[config.mk]
export PLATFORM = sky130hd
export DESIGN_NAME = demux_stream_flat
export DESIGN_NICKNAME = d
export VERILOG_FILES = /design/src/rtl/demux_stream_if.sv /design/src/rtl/demux_stream.sv /design/src/flat_wrapper.sv
export SDC_FILE = /design/constraint.sdc
export NUM_CORES = 1
export LEC_CHECK = 0
export CORE_UTILIZATION = 47
export DETAILED_ROUTE_END_ITERATION = 8
export PLACE_DENSITY = 0.87
export SLEW_MARGIN = 5
export SYNTH_ARGS = -nofsm -noshare
export SYNTH_HDL_FRONTEND = slang
export SYNTH_SLANG_ARGS = --single-unit
[constraint.sdc]
create_clock -name clk -period 2.28 [get_ports clk]
set_input_delay 0.456 -clock clk [delete_from_list [all_inputs] [get_ports clk]]
set_output_delay 0.456 -clock clk [all_outputs]
set_load 0.005 [all_outputs]
[src/rtl/demux_stream_if.sv]
// Stream bundle for demux_stream: one input stream, N output channels and the sticky select-error flag.
// master = the demux itself, slave = producer/consumer side. DEMUX_BCAST_EN adds in_bcast.
interface demux_stream_if #(
  parameter int N = 4,
  parameter int W = 8
);
  localparam int SELW = $clog2(N);

  logic            in_valid;
  logic            in_ready;
  logic [SELW-1:0] in_sel;
  logic [W-1:0]    in_data;
  logic [N-1:0]    out_valid;
  logic [N-1:0]    out_ready;
  logic [N*W-1:0]  out_data;
  logic            err_sel;
`ifdef DEMUX_BCAST_EN
  logic            in_bcast;
`endif

  modport master (
`ifdef DEMUX_BCAST_EN
    input  in_bcast,
`endif
    input  in_valid, in_sel, in_data, out_ready,
    output in_ready, out_valid, out_data, err_sel
  );

  modport slave (
`ifdef DEMUX_BCAST_EN
    output in_bcast,
`endif
    output in_valid, in_sel, in_data, out_ready,
    input  in_ready, out_valid, out_data, err_sel
  );
endinterface

[src/rtl/demux_stream.sv]
// Registered 1-to-N valid/ready demultiplexer with a one-entry holding register per channel.
// Optional broadcast routing is enabled by defining DEMUX_BCAST_EN.
module demux_stream #(
  parameter int N = 4,
  parameter int W = 8
) (
  input  logic          clk,
  input  logic          rst,
  demux_stream_if.master bus
);
  localparam int SELW = $clog2(N);

  logic [N-1:0]        v_q, v_d;
  logic [N-1:0][W-1:0] d_q, d_d;
  logic                err_q, err_d;
  logic [N-1:0]        can_acc;
  logic [N-1:0]        push;
  logic [N-1:0]        pop;
  logic                sel_ok;
  logic                rdy;
  logic                bcast;

`ifdef DEMUX_BCAST_EN
  assign bcast = bus.in_bcast;
`else
  assign bcast = 1'b0;
`endif

  assign can_acc = ~v_q | bus.out_ready;
  assign pop     = v_q & bus.out_ready;

  // Out-of-range selects leave rdy at 1 so the beat is swallowed rather than stalling the producer.
  always_comb begin
    sel_ok = 1'b0;
    rdy    = 1'b1;
    push   = '0;
    for (int i = 0; i < N; i++) begin
      if (bus.in_sel == SELW'(i)) begin
        sel_ok = 1'b1;
        rdy    = can_acc[i];
      end
    end
    if (bcast) begin
      rdy = &can_acc;
    end
    for (int i = 0; i < N; i++) begin
      push[i] = bus.in_valid && rdy && (bcast || (bus.in_sel == SELW'(i)));
    end
  end

  always_comb begin
    v_d   = v_q;
    d_d   = d_q;
    err_d = err_q | (bus.in_valid && !bcast && !sel_ok);
    for (int i = 0; i < N; i++) begin
      if (push[i]) begin
        v_d[i] = 1'b1;
        d_d[i] = bus.in_data;
      end else if (pop[i]) begin
        v_d[i] = 1'b0;
      end
    end
  end

  always_ff @(posedge clk) begin
    if (rst) begin
      v_q   <= '0;
      d_q   <= '0;
      err_q <= 1'b0;
    end else begin
      v_q   <= v_d;
      d_q   <= d_d;
      err_q <= err_d;
    end
  end

  assign bus.in_ready  = rdy;
  assign bus.out_valid = v_q;
  assign bus.out_data  = d_q;
  assign bus.err_sel   = err_q;
endmodule
[src/flat_wrapper.sv]
// flat-port wrapper written by rule: the top's interface ports become plain ports
module demux_stream_flat 
#(
  parameter int N = 4,
  parameter int W = 8
)
  (clk, rst, bus_in_valid, bus_in_sel, bus_in_data, bus_out_ready, bus_in_ready, bus_out_valid, bus_out_data, bus_err_sel);
  demux_stream_if #(.N(N), .W(W)) bus_i ();
  input  logic clk;
  input  logic rst;
  input wire logic [$bits(bus_i.in_valid)-1:0] bus_in_valid;
  input wire logic [$bits(bus_i.in_sel)-1:0] bus_in_sel;
  input wire logic [$bits(bus_i.in_data)-1:0] bus_in_data;
  input wire logic [$bits(bus_i.out_ready)-1:0] bus_out_ready;
  output wire logic [$bits(bus_i.in_ready)-1:0] bus_in_ready;
  output wire logic [$bits(bus_i.out_valid)-1:0] bus_out_valid;
  output wire logic [$bits(bus_i.out_data)-1:0] bus_out_data;
  output wire logic [$bits(bus_i.err_sel)-1:0] bus_err_sel;
  assign bus_i.in_valid = bus_in_valid;
  assign bus_i.in_sel = bus_in_sel;
  assign bus_i.in_data = bus_in_data;
  assign bus_i.out_ready = bus_out_ready;
  assign bus_in_ready = bus_i.in_ready;
  assign bus_out_valid = bus_i.out_valid;
  assign bus_out_data = bus_i.out_data;
  assign bus_err_sel = bus_i.err_sel;
  demux_stream #(.N(N), .W(W)) u_core (.clk(clk), .rst(rst), .bus(bus_i));
endmodule
Word level (Yosys, flattened, before mapping)
Cells that the tools add are included.
Widths: inputs -> output; s select.
- flip-flop bits (word level): 37
- input port bits: 17
- output and inout bits: 38
- logic and storage cells: 44
- eq/ne operators: 3
- mux-type cells: 16
- bitwise operators: 4
- reduce and logical (&&, ||, !) cells: 12
- operators with widths (operator ; count):
    $mux 1 ; 16
    $reduce_bool 2->1 ; 4
    $logic_and 1x1->1 ; 6
    $and 4x4->4 ; 1
    $eq 2x2->1 const B ; 2
    $not 4->4 ; 1
    $or 4x4->4 ; 1
    $eq 2x1->1 const B ; 1
    $logic_not 2->1 ; 1
    $logic_not 1->1 ; 1
    $or 1x1->1 ; 1

Logic depth before layout (Yosys ltp)
Gate-level depths: netlist (run 1).
- word-level depth: 9
- gate-level depth with buffers: 4
- mapped depth without buffers: 3

Worst setup path after synthesis (run 1)
OpenSTA, ideal clock, no wires.
- kind: input port to output port
- from: input bus_out_ready[2]
- to: output bus_in_ready
- arrival: 1.113 ns
- required time: 1.824 ns
- slack: 0.711 ns
- stages on the path: 2
- path buffers: 0
- path through: nand2b_1 mux4_2
- longest elaborated chain between the ends: 3
- ends and longest elaborated chain (what ; line ; source):
    start, declared ; flat_wrapper.sv:14 ; input wire logic [$bits(bus_i.out_ready)-1:0] bus_out_ready;
    $or 4x4->4 ; demux_stream.sv:29 ; assign can_acc = ~v_q | bus.out_ready;
    $mux 1 (2 in a row) ; demux_stream.sv:38 ; if (bus.in_sel == SELW'(i)) begin
    end, declared ; flat_wrapper.sv:15 ; output wire logic [$bits(bus_i.in_ready)-1:0] bus_in_ready;
Every way passes these cells.

Worst setup path after layout (run 1)
- from: input bus_out_ready[3]
- to: output bus_in_ready
- longest elaborated chain between the ends: 2
- ends and longest elaborated chain (what ; line):
    $or 4x4->4 ; demux_stream.sv:29
    $mux 1 ; demux_stream.sv:38
Every way passes these cells.

==> impl_metrics.toml, run 1 <==
[setup_path]
worstPathArrival_ps = 1780
regToRegSetupSlack_ps = 1100
r2r-end = "u_core.bus.out_data[30]"
reg2reg_depth = 4
crit_path_start_kind = "primary input"
crit_path_end_kind = "primary output"
crit_required_ps = 1820
critical_path.max_fanout = 2
crit_type = "in2out"
timing.rr.start = "u_core.bus.out_valid[3]"

[global_routing]
grt_overflow_total = 0
grt_pass1_wl_um = 5610
grt_start_max_net_pins = 46
grt_pass1_vias = 1258
antenna_found_initial = 0
grt_use_total = 0.222

[layout]
diodes = 0
n_fill_cell = 244
fin_cells = 242
finalCoreUtilization = 0.706
syn_to_final_growth_pct = 42.3
drive_above_1_share = 0.0960
nNetsFinal = 214

[route]
firstDrtPassIters = 6
wl_um = 3360
wl_per_cell_um = 13.9
post-route-drc-count = 0
antenna_left = 0
vias_per_cell = 4.99
drt_iter0_markers = 24
vias = 1208

[timing]
setup_viol = 0
rsz0062_at_grt = "false"
fin_skew_ps = 9.50
fin_crit_sh = 0.981
hold_violations = 0
worstMarginPinSlew_ps = 331
max-slew-margin-rel = 0.779
slew_violations = 0
fmax_ghz = 0.447
min_period_ps = 2240

[place]
port_buffers = 54
globalplace.congestion = 0.756
dp_hpwl_um = 2500
numPlacedInstances = 234

[floorplanning]
core_area_um2 = 3080
die_w_um = 59.0
ios = 55
die_height_um = 59.0
row_count = 20
dieArea_um2 = 3480
start_util = 0.496

[clock_network]
htree_levels = 2
numCtsBuffers = 5
cts_tree = "built"
cts.sinks = 37
cts_root_buffer = "clkbuf_4"
ctsHoldBuffers = 0
clock_latency_ps = 340
path_clk_slew_ps = 100
cts_buffer_depth = 2

[logic_synthesis]
yosys_warnings = 0
syn-instance-count = 137
ys_seq_area_frac = 0.485
syn-num-nets = 154
avgSynthCellArea_um2 = 11.2
ys_ff_latch = 37
syn-cell-area_um2 = 1530
ys_types = 19

[min_path]
hold_path_depth = 1
hold_start = "u_core.bus.err_sel"
worst_hold_path_type = "reg2reg"
hold_end = "u_core.bus.err_sel"

[run_status]
outcome = "finished clean"

[power]
p_leak_nw = 0.910
clkPwrFrac = 0.278
seqPwrFrac = 0.583
p_per_area_nw_per_um2 = 537
sw_frac_of_total = 0.234
combPwrFrac = 0.139
peakVddDrop_v = 0.000447
internal_power_w = 0.000894
switchingPower_w = 0.000273

[run]
maxCapViolations = 0
[cells by family (layout without fill, tap and decap cells)]
| group | after synthesis | in the layout | synth area share |
|---|---|---|---|
| AOI/OAI and AO/OA | 4 | 4 | 0.0131 |
| buffers and inverters | 8 | 69 | 0.0328 |
| DFF | 37 | 37 | 0.485 |
| muxes | 33 | 33 | 0.224 |
| and+or+nand+nor | 55 | 55 | 0.245 |
[worst max-delay path, cell delays in order]
cell,delay [ps]
clkdlybuf4s50_1,390
nand2b_1,170
mux4_2,480
dlygate4sd2_1,280
[worst max path at each step]
| stage | slack, ps | end | start | cells past startpoint |
|---|---|---|---|---|
| after floorplan | 710 | bus_in_ready | bus_out_ready[2] | 2 |
| after global placement | -110 | bus_in_ready | bus_out_ready[3] | 4 |
| after detailed placement | -140 | bus_in_ready | bus_out_ready[1] | 4 |
| after CTS | 40 | bus_in_ready | bus_out_ready[1] | 4 |
| after global routing | 20 | bus_in_ready | bus_out_ready[3] | 4 |
| final | 40 | bus_in_ready | bus_out_ready[3] | 4 |
[sequential cells by signal (all words and copies together) (netlist names)]
signal / cells
u_core.bus.out_data: 32
u_core.bus.out_valid: 4
u_core.bus.err_sel: 1
[power by group through the flow]
stage / Combinational (W) / Clock [W] / Sequential [W]
after floorplan: 0.0000704 / 0 / 0.000696
after global placement: 0.000159 / 0 / 0.000694
after detailed placement: 0.000164 / 0 / 0.000696
after CTS: 0.000164 / 0.000334 / 0.000681
after global routing: 0.000176 / 0.000357 / 0.000684
final: 0.000163 / 0.000324 / 0.000681
[synth_stat cells (all sizes together)]
master / instances / area share
dfxtp: 37 / 0.48
nand3b: 2 / 0.0098
nand4: 1 / 0.0041
a21oi: 4 / 0.013
nor2b: 1 / 0.0041
or3b: 1 / 0.0057
nand2: 1 / 0.0025
nand2b: 46 / 0.20
and2: 1 / 0.0041
mux4: 1 / 0.015
buf: 4 / 0.023
and4: 1 / 0.0066
nor3b: 1 / 0.0082
mux2i: 32 / 0.21
clkbuf: 4 / 0.0098
[final cells by class]
type	count	area, um2	area share
multi-input combinational	92	737	0.339
sequential	37	741	0.341
clock buffer	8	48.8	0.0225
tap	44	55.1	0.0253
timing repair buffer	61	592	0.272
[metal layers]
metal | part of all wire | GRT usage | vias to the layer above
li1 | - | - | 582
met1 | 0.40 | 0.242 | 566
met2 | 0.49 | 0.380 | 49
met3 | 0.079 | 0.0764 | 11
met4 | 0.025 | 0.116 | 0
met5 | 0 | 0 | -
[layout by cell type, fill, tap and decap left out, types with 2 or more instances in the layout]
| master | instances |
|---|---|
| clkdlybuf4s50_1 | 53 |
| nand2b_1 | 43 |
| dfxtp_1 | 37 |
| mux2i_1 | 32 |
| buf_4 | 7 |
| clkbuf_4 | 5 |
| a21oi_1 | 4 |
| clkbuf_1 | 3 |
| nand3b_1 | 2 |
| nand2b_4 | 2 |
[stage by stage]
| stage | TNS, ps | instance area [um2] | hold slack, ps | power [W] | worst slack (ps) |
|---|---|---|---|---|---|
| after global routing | 0 | 2170 | 488 | 0.00122 | 15.4 |
| after detailed placement | -140 | 2130 | 462 | 0.000859 | -140 |
| after global placement | -106 | 2130 | 454 | 0.000853 | -106 |
| after CTS | 0 | 2170 | 478 | 0.00118 | 35.0 |
| final | 0 | 2170 | 474 | 0.00117 | 43.9 |
| after floorplan | 0 | 1530 | 462 | 0.000767 | 711 |
[repair_timing]
action,CTS,global route
gates resized for setup,1,0
setup buffers,0,0
setup endpoints to repair,1,0
Power figures use the tool's default switching activity.
==> run 2: changes to the inputs <==
- PLACE_DENSITY: 0.87 -> 0.89
- TNS_END_PERCENT: default -> 20
- clock period: 2.28 -> 2.6 ns (I/O delays scaled with it)
==> impl_metrics.toml, run 2 (synthesis gave the netlist of run 1 again) <==
[global_routing]
grt_pass1_wl_um = 5420
antenna_found_initial = 0
grt_start_max_net_pins = 46
grt_pass1_vias = 1199
grt_overflow_total = 0
grt_use_total = 0.212

[layout]
drive_above_1_share = 0.102
syn_to_final_growth_pct = 41.9
largest_reg_flops = 32
layout_commonest_cell = "clkdlybuf4s50_1"
nNetsFinal = 214
diodes = 0
n_fill_cell = 256
fin_area_um2 = 2170
final_cell_mix = "54 x clkdlybuf4s50_1, 43 x nand2b_1, 37 x dfxtp_1"

[clock_network]
cts_tree = "built"
cts_root_buffer = "clkbuf_4"
cts_resized = 0
htree_levels = 2
cts_buffer_depth = 2
numCtsBuffers = 5
cts.sinks = 37
ctsHoldBuffers = 0
path_clk_slew_ps = 100
clock_latency_ps = 340
postCtsSetupRepairBufs = 0

[setup_path]
crit_required_ps = 2080
crit_path_start_kind = "primary input"
worstPathCellList = "clkdlybuf4s50_1 > nand2b_1 > mux4_2 > clkdlybuf4s50_1"
critical_path.max_fanout = 2
crit_top_cell = "clkdlybuf4s50_1"
worstPathArrival_ps = 2040
cp_slowest_stage_delay_ps = 480
crit_type = "in2out"
crit_slowest_cell = "mux4_2"
regToRegSetupSlack_ps = 1430
crit_path_end_kind = "primary output"

[power]
p_leak_nw = 0.913
peakVddDrop_v = 0.000338
p_per_area_nw_per_um2 = 465

[timing]
setup_viol = 0
rsz0062_at_grt = "false"
tns_ps = 0
worstMarginPinSlew_ps = 337
fmax_ghz = 0.390
fin_skew_ps = 5.62
hold_violations = 0
min_period_ps = 2560
max-slew-margin-rel = 0.776
slew_violations = 0
fin_crit_sh = 0.986

[place]
globalplace.congestion = 0.826
place_area_um2 = 2130
port_buffers = 54
dp_hpwl_um = 2420

[route]
wl_um = 3370
drt_iter0_markers = 40
post-route-drc-count = 0
vias_per_cell = 4.87
vias = 1168
wl_per_cell_um = 14.0
antenna_left = 0
firstDrtPassIters = 4

[floorplanning]
dieArea_um2 = 3480
row_count = 20
die_w_um = 59.0
core_area_um2 = 3080
ios = 55
die_height_um = 59.0
start_util = 0.496

[run]
maxCapViolations = 0

[run_status]
outcome = "finished clean"

[min_path]
worst_hold_path_type = "reg2reg"
-- run 2: cell count changes in the layout (fill, tap and decap cells not counted) --
cell	change
clkdlybuf4s50_1	+1
dlygate4sd2_1	-1
clkinv_2	+1
clkbuf_1	-3
-- run 2: layout make-up --
| class | count | area [um2] | area share |
|---|---|---|---|
| multi-input cells | 92 | 737 | 0.340 |
| clock inverters | 1 | 5.00 | 0.00231 |
| clock buffers | 5 | 37.5 | 0.0173 |
| flip-flops and latches | 37 | 741 | 0.342 |
| repair buffers | 61 | 593 | 0.274 |
| well taps | 44 | 55.1 | 0.0254 |
-- run 2: critical path: cells and delay by family --
| kind | cells | cell delay (ps) |
|---|---|---|
| simple gates | 1 | 170 |
| mux | 1 | 480 |
| buf+inv | 2 | 880 |
-- run 2: final timing paths --
path | start | end | cells past startpoint
worst max register to register | u_core.bus.out_valid[3] | u_core.bus.out_data[28] | 4
worst min register to register | u_core.bus.err_sel | u_core.bus.err_sel | 1
worst max-delay path | bus_out_ready[3] | bus_in_ready | 4
worst min-delay path | u_core.bus.err_sel | u_core.bus.err_sel | 1
-- run 2: layer usage --
metal | vias up | track usage | wire length [um]
li1 | 572 | - | -
met1 | 543 | 0.255 | 1490
met2 | 48 | 0.356 | 1610
met3 | 5 | 0.0677 | 212
met4 | 0 | 0.0748 | 52
met5 | - | 0 | 0
-- run 2: per-stage QoR --
stage                     total power [W]   util  instances  hold slack [ps]  setup WS, ps
after floorplan                  0.000672      -        137              462           903
after global placement           0.000748  0.691        234              453           102
after detailed placement         0.000753  0.691        234              460          57.5
after CTS                         0.00102  0.704        240              478          47.8
after global routing              0.00106  0.704        240              488          2.53
final                             0.00101  0.704        240              474          36.0
-- run 2: where the power goes --
| part | switching, W | internal (W) | total (W) |
|---|---|---|---|
| combinational | 0.0000530 | 0.0000907 | 0.000144 |
| sequential | 0.0000107 | 0.000586 | 0.000597 |
| clock | 0.000174 | 0.0000938 | 0.000268 |
| total | 0.000238 | 0.000771 | 0.00101 |
==> run 3: changes to the inputs <==
- CORE_UTILIZATION: 47 -> 39
- PLACE_DENSITY: 0.89 -> 0.79
- clock period: 2.6 -> 2.1 ns (I/O delays scaled with it)
==> impl_metrics.toml, run 3 (synthesis gave the netlist of run 1 again) <==
[timing]
max-slew-margin-rel = 0.795
fin_crit_sh = 0.948
setup_viol = 0
fmax_ghz = 0.502
min_period_ps = 1990
worst_slack_ps = 109
slew_violations = 0
hold_violations = 0
rsz0062_at_grt = "false"
fin_skew_ps = 4.06
worstMarginPinSlew_ps = 308

[run]
maxCapViolations = 0

[place]
dp_hpwl_um = 2590
port_buffers = 54
place_ws_ps = -245
globalplace.congestion = 0.762
numPlacedInstances = 238

[power]
p_leak_nw = 0.929
peakVddDrop_v = 0.000338
p_per_area_nw_per_um2 = 637
switchingPower_w = 0.000311
power_w = 0.00141
seqPwrFrac = 0.525
internal_power_w = 0.00110
sw_frac_of_total = 0.220
combPwrFrac = 0.125
clkPwrFrac = 0.350

[route]
drt_iter0_markers = 40
vias_per_cell = 4.72
wl_per_cell_um = 14.1
firstDrtPassIters = 4
wl_um = 3450
vias = 1157
antenna_left = 0
post-route-drc-count = 0

[setup_path]
crit_required_ps = 1680
crit_type = "in2out"
crit_path_end_kind = "primary output"
worstPathArrival_ps = 1570
reg2reg_depth = 4
crit_path_start_kind = "primary input"
critical_path.max_fanout = 2

[clock_network]
cts_resized = 2
cts_root_buffer = "clkbuf_8"
cts_tree = "built"
clock_latency_ps = 280
path_clk_slew_ps = 70
htree_levels = 2
numCtsBuffers = 5
postCtsSetupRepairBufs = 0
ctsHoldBuffers = 0
cts_buffer_depth = 2
cts.sinks = 37

[layout]
largest_reg_flops = 32
drive_above_1_share = 0.107
nNetsFinal = 214
syn_to_final_growth_pct = 44.8
layout_commonest_cell = "clkdlybuf4s50_1"
fin_cells = 245
diodes = 0
final_cell_mix = "53 x clkdlybuf4s50_1, 43 x nand2b_1, 37 x dfxtp_1"

[global_routing]
grt_use_total = 0.183
antenna_found_initial = 0
grt_overflow_total = 0
grt_pass1_wl_um = 5750
grt_pass1_vias = 1239
grt_start_max_net_pins = 46

[floorplanning]
ios = 55
die_height_um = 64.6
row_count = 22
die_w_um = 64.6
core_area_um2 = 3720
dieArea_um2 = 4170
start_util = 0.411

[run_status]
outcome = "finished clean"

[min_path]
worst_hold_path_type = "reg2reg"
hold_path_depth = 2
## run 3: area by class of cell
type                            instances  area, um2
Fill cell                             330       1500
Sequential cell                        37        741
Multi-Input combinational cell         92        737
Timing Repair Buffer                   61        588
Clock buffer                            7       86.3
Tap cell                               48       60.1
## run 3: worst max-delay path, stage by stage
cell             delay, ps
clkdlybuf4s50_1        390
nand2b_1               170
mux4_2                 470
clkbuf_2               130
## run 3: final timing paths
check	startpoint	to	slack, ps
min reg2reg	u_core.bus.out_data[23]	u_core.bus.out_data[23]	470
min	u_core.bus.out_data[23]	u_core.bus.out_data[23]	470
max	bus_out_ready[3]	bus_in_ready	110
max reg2reg	u_core.bus.out_valid[3]	u_core.bus.out_data[27]	930
## run 3: through the flow
stage	util	instance area (um2)	TNS (ps)	hold WS, ps
3_5_place_dp	0.573	2130	-245	467
5_1_grt	0.595	2210	0	495
4_1_cts	0.597	2220	0	478
6_report	0.595	2210	0	475
3_3_place_gp	0.573	2130	-221	453
2_1_floorplan	-	1530	0	462
## run 3: power by group through the flow
stage          combinational (W)  clock, W  sequential (W)
6_report                0.000175  0.000493        0.000740
5_1_grt                 0.000189  0.000544        0.000742
4_1_cts                 0.000178  0.000502        0.000740
3_5_place_dp            0.000178         0        0.000756
3_3_place_gp            0.000172         0        0.000755
2_1_floorplan          0.0000764         0        0.000756
## run 3: layer usage
layer / vias up / wire (um) / track usage
met5: - / 0 / 0
met4: 0 / 52 / 0.0667
met3: 6 / 228 / 0.0616
met2: 42 / 1760 / 0.324
met1: 536 / 1410 / 0.201
li1: 573 / - / -
